[src/rtl/alu_issue_ctrl_pkg.sv]
// Shared constants and decode record for the ALU issue controller.
// Optional build macro: ALU_SHAMT_MASK_EN (consumed by alu_op_decode).
package alu_pkg;

    localparam int DATA_WIDTH    = 32;
    localparam int OPCODE_LENGTH = 4;

    localparam logic [6:0] OP_R   = 7'b0110011;
    localparam logic [6:0] OP_I   = 7'b0010011;
    localparam logic [6:0] OP_LUI = 7'b0110111;
    localparam logic [6:0] OP_BR  = 7'b1100011;

    localparam logic [OPCODE_LENGTH-1:0] ALU_AND = 4'b0000;
    localparam logic [OPCODE_LENGTH-1:0] ALU_OR  = 4'b0001;
    localparam logic [OPCODE_LENGTH-1:0] ALU_ADD = 4'b0010;
    localparam logic [OPCODE_LENGTH-1:0] ALU_SUB = 4'b0011;
    localparam logic [OPCODE_LENGTH-1:0] ALU_SLL = 4'b0100;
    localparam logic [OPCODE_LENGTH-1:0] ALU_SRL = 4'b0101;
    localparam logic [OPCODE_LENGTH-1:0] ALU_XOR = 4'b0110;
    localparam logic [OPCODE_LENGTH-1:0] ALU_SRA = 4'b0111;
    localparam logic [OPCODE_LENGTH-1:0] ALU_BEQ = 4'b1000;
    localparam logic [OPCODE_LENGTH-1:0] ALU_BNE = 4'b1001;
    localparam logic [OPCODE_LENGTH-1:0] ALU_BLT = 4'b1010;
    localparam logic [OPCODE_LENGTH-1:0] ALU_BGE = 4'b1011;
    localparam logic [OPCODE_LENGTH-1:0] ALU_SLT = 4'b1100;
    localparam logic [OPCODE_LENGTH-1:0] ALU_LUI = 4'b1111;

    typedef enum logic [1:0] {
        SRCB_RS2       = 2'd0,
        SRCB_IMM       = 2'd1,
        SRCB_RS2_SHAMT = 2'd2,
        SRCB_IMM_SHAMT = 2'd3
    } src_b_sel_e;

    typedef struct packed {
        logic [OPCODE_LENGTH-1:0] op;
        src_b_sel_e               src_b_sel;
        logic                     wb_en;
        logic                     is_branch;
        logic                     illegal;
    } decoded_t;

endpackage

[src/rtl/alu_issue_ctrl_if.sv]
// Upstream, ALU and downstream signals of the issue controller.
// master = surrounding pipeline and ALU, slave = alu_issue_ctrl.
interface alu_issue_ctrl_if #(
    parameter int DATA_WIDTH    = 32,
    parameter int OPCODE_LENGTH = 4
);
    logic                     in_valid;
    logic                     in_ready;
    logic [6:0]               in_opcode;
    logic [2:0]               in_funct3;
    logic [6:0]               in_funct7;
    logic [DATA_WIDTH-1:0]    in_rs1;
    logic [DATA_WIDTH-1:0]    in_rs2;
    logic [DATA_WIDTH-1:0]    in_imm;
    logic [4:0]               in_rd;
    logic [DATA_WIDTH-1:0]    SrcA;
    logic [DATA_WIDTH-1:0]    SrcB;
    logic [OPCODE_LENGTH-1:0] Operation;
    logic [DATA_WIDTH-1:0]    ALUResult;
    logic                     out_valid;
    logic                     out_ready;
    logic [DATA_WIDTH-1:0]    out_result;
    logic [4:0]               out_rd;
    logic                     out_wb_en;
    logic                     out_branch_taken;
    logic                     out_illegal;

    modport master (
        output in_valid, in_opcode, in_funct3, in_funct7, in_rs1, in_rs2, in_imm, in_rd,
        output ALUResult, out_ready,
        input  in_ready, SrcA, SrcB, Operation,
        input  out_valid, out_result, out_rd, out_wb_en, out_branch_taken, out_illegal
    );

    modport slave (
        input  in_valid, in_opcode, in_funct3, in_funct7, in_rs1, in_rs2, in_imm, in_rd,
        input  ALUResult, out_ready,
        output in_ready, SrcA, SrcB, Operation,
        output out_valid, out_result, out_rd, out_wb_en, out_branch_taken, out_illegal
    );
endinterface

[src/rtl/alu_issue_ctrl_decode.sv]
// Combinational opcode/funct3/funct7 decode into the ALU operation and operand-B source.
// ALU_SHAMT_MASK_EN: R-type shifts take only rs2[4:0] on SrcB instead of the full rs2.
module alu_op_decode
    import alu_pkg::*;
(
    input  logic [6:0] opcode,
    input  logic [2:0] funct3,
    input  logic       funct7_b5,
    input  logic       imm_b10,
    output decoded_t   dec
);

`ifdef ALU_SHAMT_MASK_EN
    localparam src_b_sel_e R_SHIFT_SEL = SRCB_RS2_SHAMT;
`else
    localparam src_b_sel_e R_SHIFT_SEL = SRCB_RS2;
`endif

    logic is_i;
    logic alt;

    assign is_i = (opcode == OP_I);
    // SUB/SRA selector: funct7[5] for register forms, imm[10] for immediate forms
    assign alt  = is_i ? imm_b10 : funct7_b5;

    always_comb begin
        dec = '{op: ALU_AND, src_b_sel: SRCB_RS2, wb_en: 1'b0, is_branch: 1'b0, illegal: 1'b1};
        case (opcode)
            OP_R, OP_I: begin
                dec.illegal   = 1'b0;
                dec.wb_en     = 1'b1;
                dec.src_b_sel = is_i ? SRCB_IMM : SRCB_RS2;
                case (funct3)
                    3'b000: dec.op = (!is_i && funct7_b5) ? ALU_SUB : ALU_ADD;
                    3'b111: dec.op = ALU_AND;
                    3'b110: dec.op = ALU_OR;
                    3'b100: dec.op = ALU_XOR;
                    3'b010: dec.op = ALU_SLT;
                    3'b001: begin
                        dec.op        = ALU_SLL;
                        dec.src_b_sel = is_i ? SRCB_IMM_SHAMT : R_SHIFT_SEL;
                    end
                    3'b101: begin
                        dec.op        = alt ? ALU_SRA : ALU_SRL;
                        dec.src_b_sel = is_i ? SRCB_IMM_SHAMT : R_SHIFT_SEL;
                    end
                    default: begin
                        dec.illegal = 1'b1;
                        dec.wb_en   = 1'b0;
                    end
                endcase
            end
            OP_LUI: begin
                dec.op        = ALU_LUI;
                dec.src_b_sel = SRCB_IMM;
                dec.wb_en     = 1'b1;
                dec.illegal   = 1'b0;
            end
            OP_BR: begin
                dec.is_branch = 1'b1;
                dec.illegal   = 1'b0;
                case (funct3)
                    3'b000:  dec.op = ALU_BEQ;
                    3'b001:  dec.op = ALU_BNE;
                    3'b100:  dec.op = ALU_BLT;
                    3'b101:  dec.op = ALU_BGE;
                    default: begin
                        dec.is_branch = 1'b0;
                        dec.illegal   = 1'b1;
                    end
                endcase
            end
            default: ;
        endcase
    end

endmodule

[src/rtl/alu_issue_ctrl.sv]
// Two-stage issue controller: S1 registers ALU operands/operation, S2 captures ALUResult.
// Build option ALU_SHAMT_MASK_EN is handled inside alu_op_decode.
module alu_issue_ctrl
    import alu_pkg::*;
#(
    parameter int DATA_WIDTH    = 32,
    parameter int OPCODE_LENGTH = 4
) (
    input logic             clk,
    input logic             rst_n,
    alu_issue_ctrl_if.slave bus
);

    decoded_t dec;

    alu_op_decode u_decode (
        .opcode    (bus.in_opcode),
        .funct3    (bus.in_funct3),
        .funct7_b5 (bus.in_funct7[5]),
        .imm_b10   (bus.in_imm[10]),
        .dec       (dec)
    );

    logic                  accept;
    logic                  advance2;
    logic [DATA_WIDTH-1:0] src_a_d;
    logic [DATA_WIDTH-1:0] src_b_d;

    always_comb begin
        src_a_d = (dec.op == ALU_LUI) ? '0 : bus.in_rs1;
        case (dec.src_b_sel)
            SRCB_IMM:       src_b_d = bus.in_imm;
            SRCB_RS2_SHAMT: src_b_d = {{(DATA_WIDTH-5){1'b0}}, bus.in_rs2[4:0]};
            SRCB_IMM_SHAMT: src_b_d = {{(DATA_WIDTH-5){1'b0}}, bus.in_imm[4:0]};
            default:        src_b_d = bus.in_rs2;
        endcase
    end

    // ---- S1: issue registers driving the ALU ----
    logic                     vld_p1;
    logic [DATA_WIDTH-1:0]    src_a_p1;
    logic [DATA_WIDTH-1:0]    src_b_p1;
    logic [OPCODE_LENGTH-1:0] op_p1;
    logic [4:0]               rd_p1;
    logic                     wb_en_p1;
    logic                     is_branch_p1;
    logic                     illegal_p1;

    // ---- S2: result registers ----
    logic                     vld_p2;
    logic [DATA_WIDTH-1:0]    result_p2;
    logic [4:0]               rd_p2;
    logic                     wb_en_p2;
    logic                     taken_p2;
    logic                     illegal_p2;

    assign advance2     = vld_p1 & (~vld_p2 | bus.out_ready);
    assign bus.in_ready = ~vld_p1 | advance2;
    assign accept       = bus.in_valid & bus.in_ready;

    always_ff @(posedge clk or negedge rst_n) begin
        if (!rst_n) begin
            vld_p1       <= 1'b0;
            src_a_p1     <= '0;
            src_b_p1     <= '0;
            op_p1        <= '0;
            rd_p1        <= '0;
            wb_en_p1     <= 1'b0;
            is_branch_p1 <= 1'b0;
            illegal_p1   <= 1'b0;
        end else if (accept) begin
            vld_p1       <= 1'b1;
            src_a_p1     <= src_a_d;
            src_b_p1     <= src_b_d;
            op_p1        <= dec.op;
            rd_p1        <= bus.in_rd;
            // x0 is never written
            wb_en_p1     <= dec.wb_en & (bus.in_rd != 5'd0);
            is_branch_p1 <= dec.is_branch;
            illegal_p1   <= dec.illegal;
        end else if (advance2) begin
            vld_p1       <= 1'b0;
        end
    end

    always_ff @(posedge clk or negedge rst_n) begin
        if (!rst_n) begin
            vld_p2     <= 1'b0;
            result_p2  <= '0;
            rd_p2      <= '0;
            wb_en_p2   <= 1'b0;
            taken_p2   <= 1'b0;
            illegal_p2 <= 1'b0;
        end else if (advance2) begin
            vld_p2     <= 1'b1;
            result_p2  <= bus.ALUResult;
            rd_p2      <= rd_p1;
            wb_en_p2   <= wb_en_p1;
            taken_p2   <= is_branch_p1 & bus.ALUResult[0];
            illegal_p2 <= illegal_p1;
        end else if (bus.out_ready) begin
            vld_p2     <= 1'b0;
        end
    end

    assign bus.SrcA             = src_a_p1;
    assign bus.SrcB             = src_b_p1;
    assign bus.Operation        = op_p1;
    assign bus.out_valid        = vld_p2;
    assign bus.out_result       = result_p2;
    assign bus.out_rd           = rd_p2;
    assign bus.out_wb_en        = wb_en_p2;
    assign bus.out_branch_taken = taken_p2;
    assign bus.out_illegal      = illegal_p2;

endmodule

[src/flat_wrapper.sv]
// flat-port wrapper written by rule: the top's interface ports become plain ports
module alu_issue_ctrl_flat import alu_pkg::*;
#(
    parameter int DATA_WIDTH    = 32,
    parameter int OPCODE_LENGTH = 4
)
  (clk, rst_n, bus_in_valid, bus_in_opcode, bus_in_funct3, bus_in_funct7, bus_in_rs1, bus_in_rs2, bus_in_imm, bus_in_rd, bus_ALUResult, bus_out_ready, bus_in_ready, bus_SrcA, bus_SrcB, bus_Operation, bus_out_valid, bus_out_result, bus_out_rd, bus_out_wb_en, bus_out_branch_taken, bus_out_illegal);
  alu_issue_ctrl_if #(.DATA_WIDTH(DATA_WIDTH), .OPCODE_LENGTH(OPCODE_LENGTH)) bus_i ();
  input logic clk;
  input logic rst_n;
  input wire logic [$bits(bus_i.in_valid)-1:0] bus_in_valid;
  input wire logic [$bits(bus_i.in_opcode)-1:0] bus_in_opcode;
  input wire logic [$bits(bus_i.in_funct3)-1:0] bus_in_funct3;
  input wire logic [$bits(bus_i.in_funct7)-1:0] bus_in_funct7;
  input wire logic [$bits(bus_i.in_rs1)-1:0] bus_in_rs1;
  input wire logic [$bits(bus_i.in_rs2)-1:0] bus_in_rs2;
  input wire logic [$bits(bus_i.in_imm)-1:0] bus_in_imm;
  input wire logic [$bits(bus_i.in_rd)-1:0] bus_in_rd;
  input wire logic [$bits(bus_i.ALUResult)-1:0] bus_ALUResult;
  input wire logic [$bits(bus_i.out_ready)-1:0] bus_out_ready;
  output wire logic [$bits(bus_i.in_ready)-1:0] bus_in_ready;
  output wire logic [$bits(bus_i.SrcA)-1:0] bus_SrcA;
  output wire logic [$bits(bus_i.SrcB)-1:0] bus_SrcB;
  output wire logic [$bits(bus_i.Operation)-1:0] bus_Operation;
  output wire logic [$bits(bus_i.out_valid)-1:0] bus_out_valid;
  output wire logic [$bits(bus_i.out_result)-1:0] bus_out_result;
  output wire logic [$bits(bus_i.out_rd)-1:0] bus_out_rd;
  output wire logic [$bits(bus_i.out_wb_en)-1:0] bus_out_wb_en;
  output wire logic [$bits(bus_i.out_branch_taken)-1:0] bus_out_branch_taken;
  output wire logic [$bits(bus_i.out_illegal)-1:0] bus_out_illegal;
  assign bus_i.in_valid = bus_in_valid;
  assign bus_i.in_opcode = bus_in_opcode;
  assign bus_i.in_funct3 = bus_in_funct3;
  assign bus_i.in_funct7 = bus_in_funct7;
  assign bus_i.in_rs1 = bus_in_rs1;
  assign bus_i.in_rs2 = bus_in_rs2;
  assign bus_i.in_imm = bus_in_imm;
  assign bus_i.in_rd = bus_in_rd;
  assign bus_i.ALUResult = bus_ALUResult;
  assign bus_i.out_ready = bus_out_ready;
  assign bus_in_ready = bus_i.in_ready;
  assign bus_SrcA = bus_i.SrcA;
  assign bus_SrcB = bus_i.SrcB;
  assign bus_Operation = bus_i.Operation;
  assign bus_out_valid = bus_i.out_valid;
  assign bus_out_result = bus_i.out_result;
  assign bus_out_rd = bus_i.out_rd;
  assign bus_out_wb_en = bus_i.out_wb_en;
  assign bus_out_branch_taken = bus_i.out_branch_taken;
  assign bus_out_illegal = bus_i.out_illegal;
  alu_issue_ctrl #(.DATA_WIDTH(DATA_WIDTH), .OPCODE_LENGTH(OPCODE_LENGTH)) u_core (.clk(clk), .rst_n(rst_n), .bus(bus_i));
endmodule
[config.mk]
export PLATFORM = sky130hd
export DESIGN_NAME = alu_issue_ctrl_flat
export DESIGN_NICKNAME = d
export VERILOG_FILES = /design/src/rtl/alu_issue_ctrl_pkg.sv /design/src/rtl/alu_issue_ctrl_if.sv /design/src/rtl/alu_issue_ctrl_decode.sv /design/src/rtl/alu_issue_ctrl.sv /design/src/flat_wrapper.sv
export SDC_FILE = /design/constraint.sdc
export NUM_CORES = 1
export LEC_CHECK = 0
export CAP_MARGIN = 30
export CORE_ASPECT_RATIO = 1.75
export CORE_MARGIN = 2
export CORE_UTILIZATION = 39
export DETAILED_ROUTE_END_ITERATION = 10
export PLACE_DENSITY_LB_ADDON = 0.3
export SETUP_SLACK_MARGIN = 0.02
export SYNTH_ARGS = -nofsm -noshare
export SYNTH_HDL_FRONTEND = slang
export SYNTH_SLANG_ARGS = --single-unit
[constraint.sdc]
create_clock -name clk -period 2 [get_ports clk]
set_input_delay 0.6 -clock clk [delete_from_list [all_inputs] [get_ports clk]]
set_output_delay 0.6 -clock clk [all_outputs]
set_load 0.01 [all_outputs]
==> impl_metrics.env <==
export IMPL_status="finished, final reports clean"
export IMPL_r2r_setup_slack_ns=0.40
export IMPL_whs_ns=0.09287
export IMPL_tightest_slew_ns=0.3370
export IMPL_die_w_um=88.10
export IMPL_r2r_end="u_core.bus.SrcB[23]"
export IMPL_rsz0062_at_grt="no"
export IMPL_io_pins=264
export IMPL_crit_slowest_cell="clkdlybuf4s50_1"
export IMPL_cp_depth=1
export IMPL_drtPass1Iterations=4
export IMPL_worstPathBufferInverterCount=1
export IMPL_worst_setup_path_start_kind="register"
export IMPL_rows=53
export IMPL_ys_warn_count=0
export IMPL_max_slew_margin=0.7736
export IMPL_power_frac_comb=0.244
export IMPL_clockBufferDepth=2
export IMPL_yosys_register_bits=118
export IMPL_num_antenna_cells=0
export IMPL_io_buffers=257
export IMPL_clk_pin_slew_worst_paths_ns=0.06
export IMPL_ys_flop_type="dfrtp_1"
export IMPL_drtIter0Drc=164
export IMPL_grtUsageTotal=0.2184
export IMPL_maxSlewViolCount=0
export IMPL_syn_nets=517
export IMPL_synth_edf_count=0
export IMPL_die_area_sq_um=13320
export IMPL_gp_congestion=0.7972
export IMPL_slowest_delay_ns=0.55
export IMPL_pwr_share_clk=0.364
export IMPL_post_dp_hpwl_mm=10.83
export IMPL_h_tree_depth=4
export IMPL_initial_utilization=0.4000
export IMPL_routedWlPerCell_um=17.48
export IMPL_fin_area_sq_um=8389
export IMPL_maxCapViolCount=0
export IMPL_cts_tree="built"
export IMPL_synthDistinctLibCells=38
export IMPL_swShare=0.2645
export IMPL_viasPerCell=5.064
export IMPL_grt_remaining_overflow=0
export IMPL_grt_pass1_vias=4429
export IMPL_regToRegStartpoint="u_core.vld_p1"
export IMPL_crit_fanout=2
export IMPL_irDropWorstVdd_uv=548.1
export IMPL_worstHoldPathType="in -> async"
export IMPL_cellPowerDensity_nw_per_um2=887.4
export IMPL_async_flop_share=1.000
export IMPL_grt_max_degree=53
export IMPL_antenna_found_initial=0
export IMPL_finalHoldViolations=0
export IMPL_reg2reg_depth=6
export IMPL_crit_start="u_core.bus.SrcB[15]"
export IMPL_finalPower_mw=7.444
export IMPL_cp_data_arrival_time_ns=1.33
export IMPL_switchingPower_mw=1.969
export IMPL_crit_type="reg -> out"
export IMPL_syn_area_sq_um=4827
export IMPL_via_count=4163
export IMPL_drc=0
export IMPL_layout_commonest_cell="clkdlybuf4s50_1"
export IMPL_internal_power_mw=5.475
export IMPL_core_area_sq_um=12070
export IMPL_finalCritPeriodShare=0.9662
export IMPL_postCtsHoldBufs=0
export IMPL_cp_end_kind="output pin"
export IMPL_grt_pass1_wl_mm=22.16
export IMPL_drive_gt1_frac=0.2131
export IMPL_critPathTopFamily="buffers and inverters"
export IMPL_cts_buffers=17
export IMPL_required_ns=1.40
export IMPL_fin_crit_ns=1.932
export IMPL_fmax_ghz=0.5175
export IMPL_seq_power_share=0.392
export IMPL_total_leakage_power_nw=3.687
export IMPL_fin_skew_ns=0.007599
export IMPL_cts_sinks=118
export IMPL_crit_chain="clkdlybuf4s50_1"
export IMPL_synth_cells=363
export IMPL_postCtsSetupBuffers=0
export IMPL_layout_common_cells="clkdlybuf4s50_1 (250), dfrtp_1 (118), mux2_2 (40)"
export IMPL_place_area_sq_um=7841
export IMPL_root_buffer="clkbuf_16"
export IMPL_die_y_um=151.2
export IMPL_area_growth_pct=73.79
export IMPL_ant_nets=0
export IMPL_nets=798
export IMPL_wirelength_mm=14.37
export IMPL_synth_seq_area_share=0.6117
export IMPL_finalSetupViolations=0
export IMPL_clock_latency_ns=0.40
export IMPL_postSynthAreaPerCell_sq_um=13.30
flip-flops by register name (all words and copies together) (netlist names), 4 cells and up:
name and count:
u_core.bus.out_rd 5, u_core.bus.out_result 32, u_core.rd_p1 5, u_core.bus.Operation 4
u_core.bus.SrcA 32, u_core.bus.SrcB 32
how the worst max path moves through the flow:
stage,end,slack (ns)
2_1_floorplan,u_core.bus.SrcB[28],0.05
3_3_place_gp,bus_in_ready,-0.37
3_5_place_dp,bus_in_ready,-0.36
4_1_cts,bus_out_valid,0.03
5_1_grt,bus_SrcB[4],0.03
6_report,bus_SrcB[15],0.07
metrics by stage:
| stage | cells | TNS, ns | setup WS [ns] | utilization |
|---|---|---|---|---|
| floorplan | 363 | 0 | 0.04590 | - |
| CTS | 822 | 0 | 0.02660 | 0.6932 |
| global placement | 790 | -18.00 | -0.3657 | 0.6497 |
| detailed placement | 790 | -19.83 | -0.3563 | 0.6497 |
| global route | 822 | 0 | 0.03228 | 0.6951 |
| finish | 822 | 0 | 0.06757 | 0.6951 |
cell families (layout without fill, tap and decap cells):
logic type / Yosys count / after routing / share of synthesized area
AOI/OAI and AO/OA: 83 / 83 / 0.1599
and+or+nand+nor: 86 / 86 / 0.09331
xor gates and xnor gates: 2 / 2 / 0.003629
DFF: 118 / 118 / 0.6117
buffers and inverters: 29 / 323 / 0.02773
muxes: 45 / 45 / 0.1037
synthesized netlist by cell type, types with 5 or more instances:
| library cell | count | area (sq um) |
|---|---|---|
| dfrtp_1 | 118 | 2953 |
| mux2_2 | 40 | 450.4 |
| a22o_1 | 35 | 306.5 |
| nand2_1 | 31 | 116.4 |
| and3_1 | 28 | 175.2 |
| a221o_2 | 27 | 304.0 |
| clkbuf_1 | 18 | 67.56 |
| o21ai_0 | 8 | 40.04 |
| nand2b_1 | 7 | 43.79 |
| nor2_1 | 6 | 22.52 |
| buf_1 | 5 | 18.77 |
| mux2i_1 | 5 | 50.05 |
| nor3_1 | 5 | 25.02 |
power by group through the flow:
stage / clock network, mW / registers [mW] / logic, mW
finish: 2.71 / 2.92 / 1.82
global route: 2.89 / 2.95 / 1.94
CTS: 2.77 / 2.92 / 1.84
detailed placement: 0 / 2.95 / 1.84
global placement: 0 / 2.93 / 1.80
floorplan: 0 / 3.09 / 0.486
routing by layer:
layer  wire [um]  track usage
met4         452      0.09394
met2        7928       0.3822
met5           0            0
met3         861      0.06158
met1        5126       0.2444
final cells by class:
cell class / instances / area [sq um]
fillers: 932 / 3680
flip-flops and latches: 118 / 2953
repair buffers: 290 / 2940
multi-input cells: 216 / 1754
clock buffers: 17 / 425.4
well taps: 165 / 206.4
clock inverters: 15 / 106.4
inverters: 1 / 3.754
repair_timing:
action | in CTS | in global routing
endpoints found under the setup margin | 2 | 5
pin swaps | 0 | 0
gates resized for setup | 5 | 6
No activity file was read; power rests on OpenSTA's default activity.
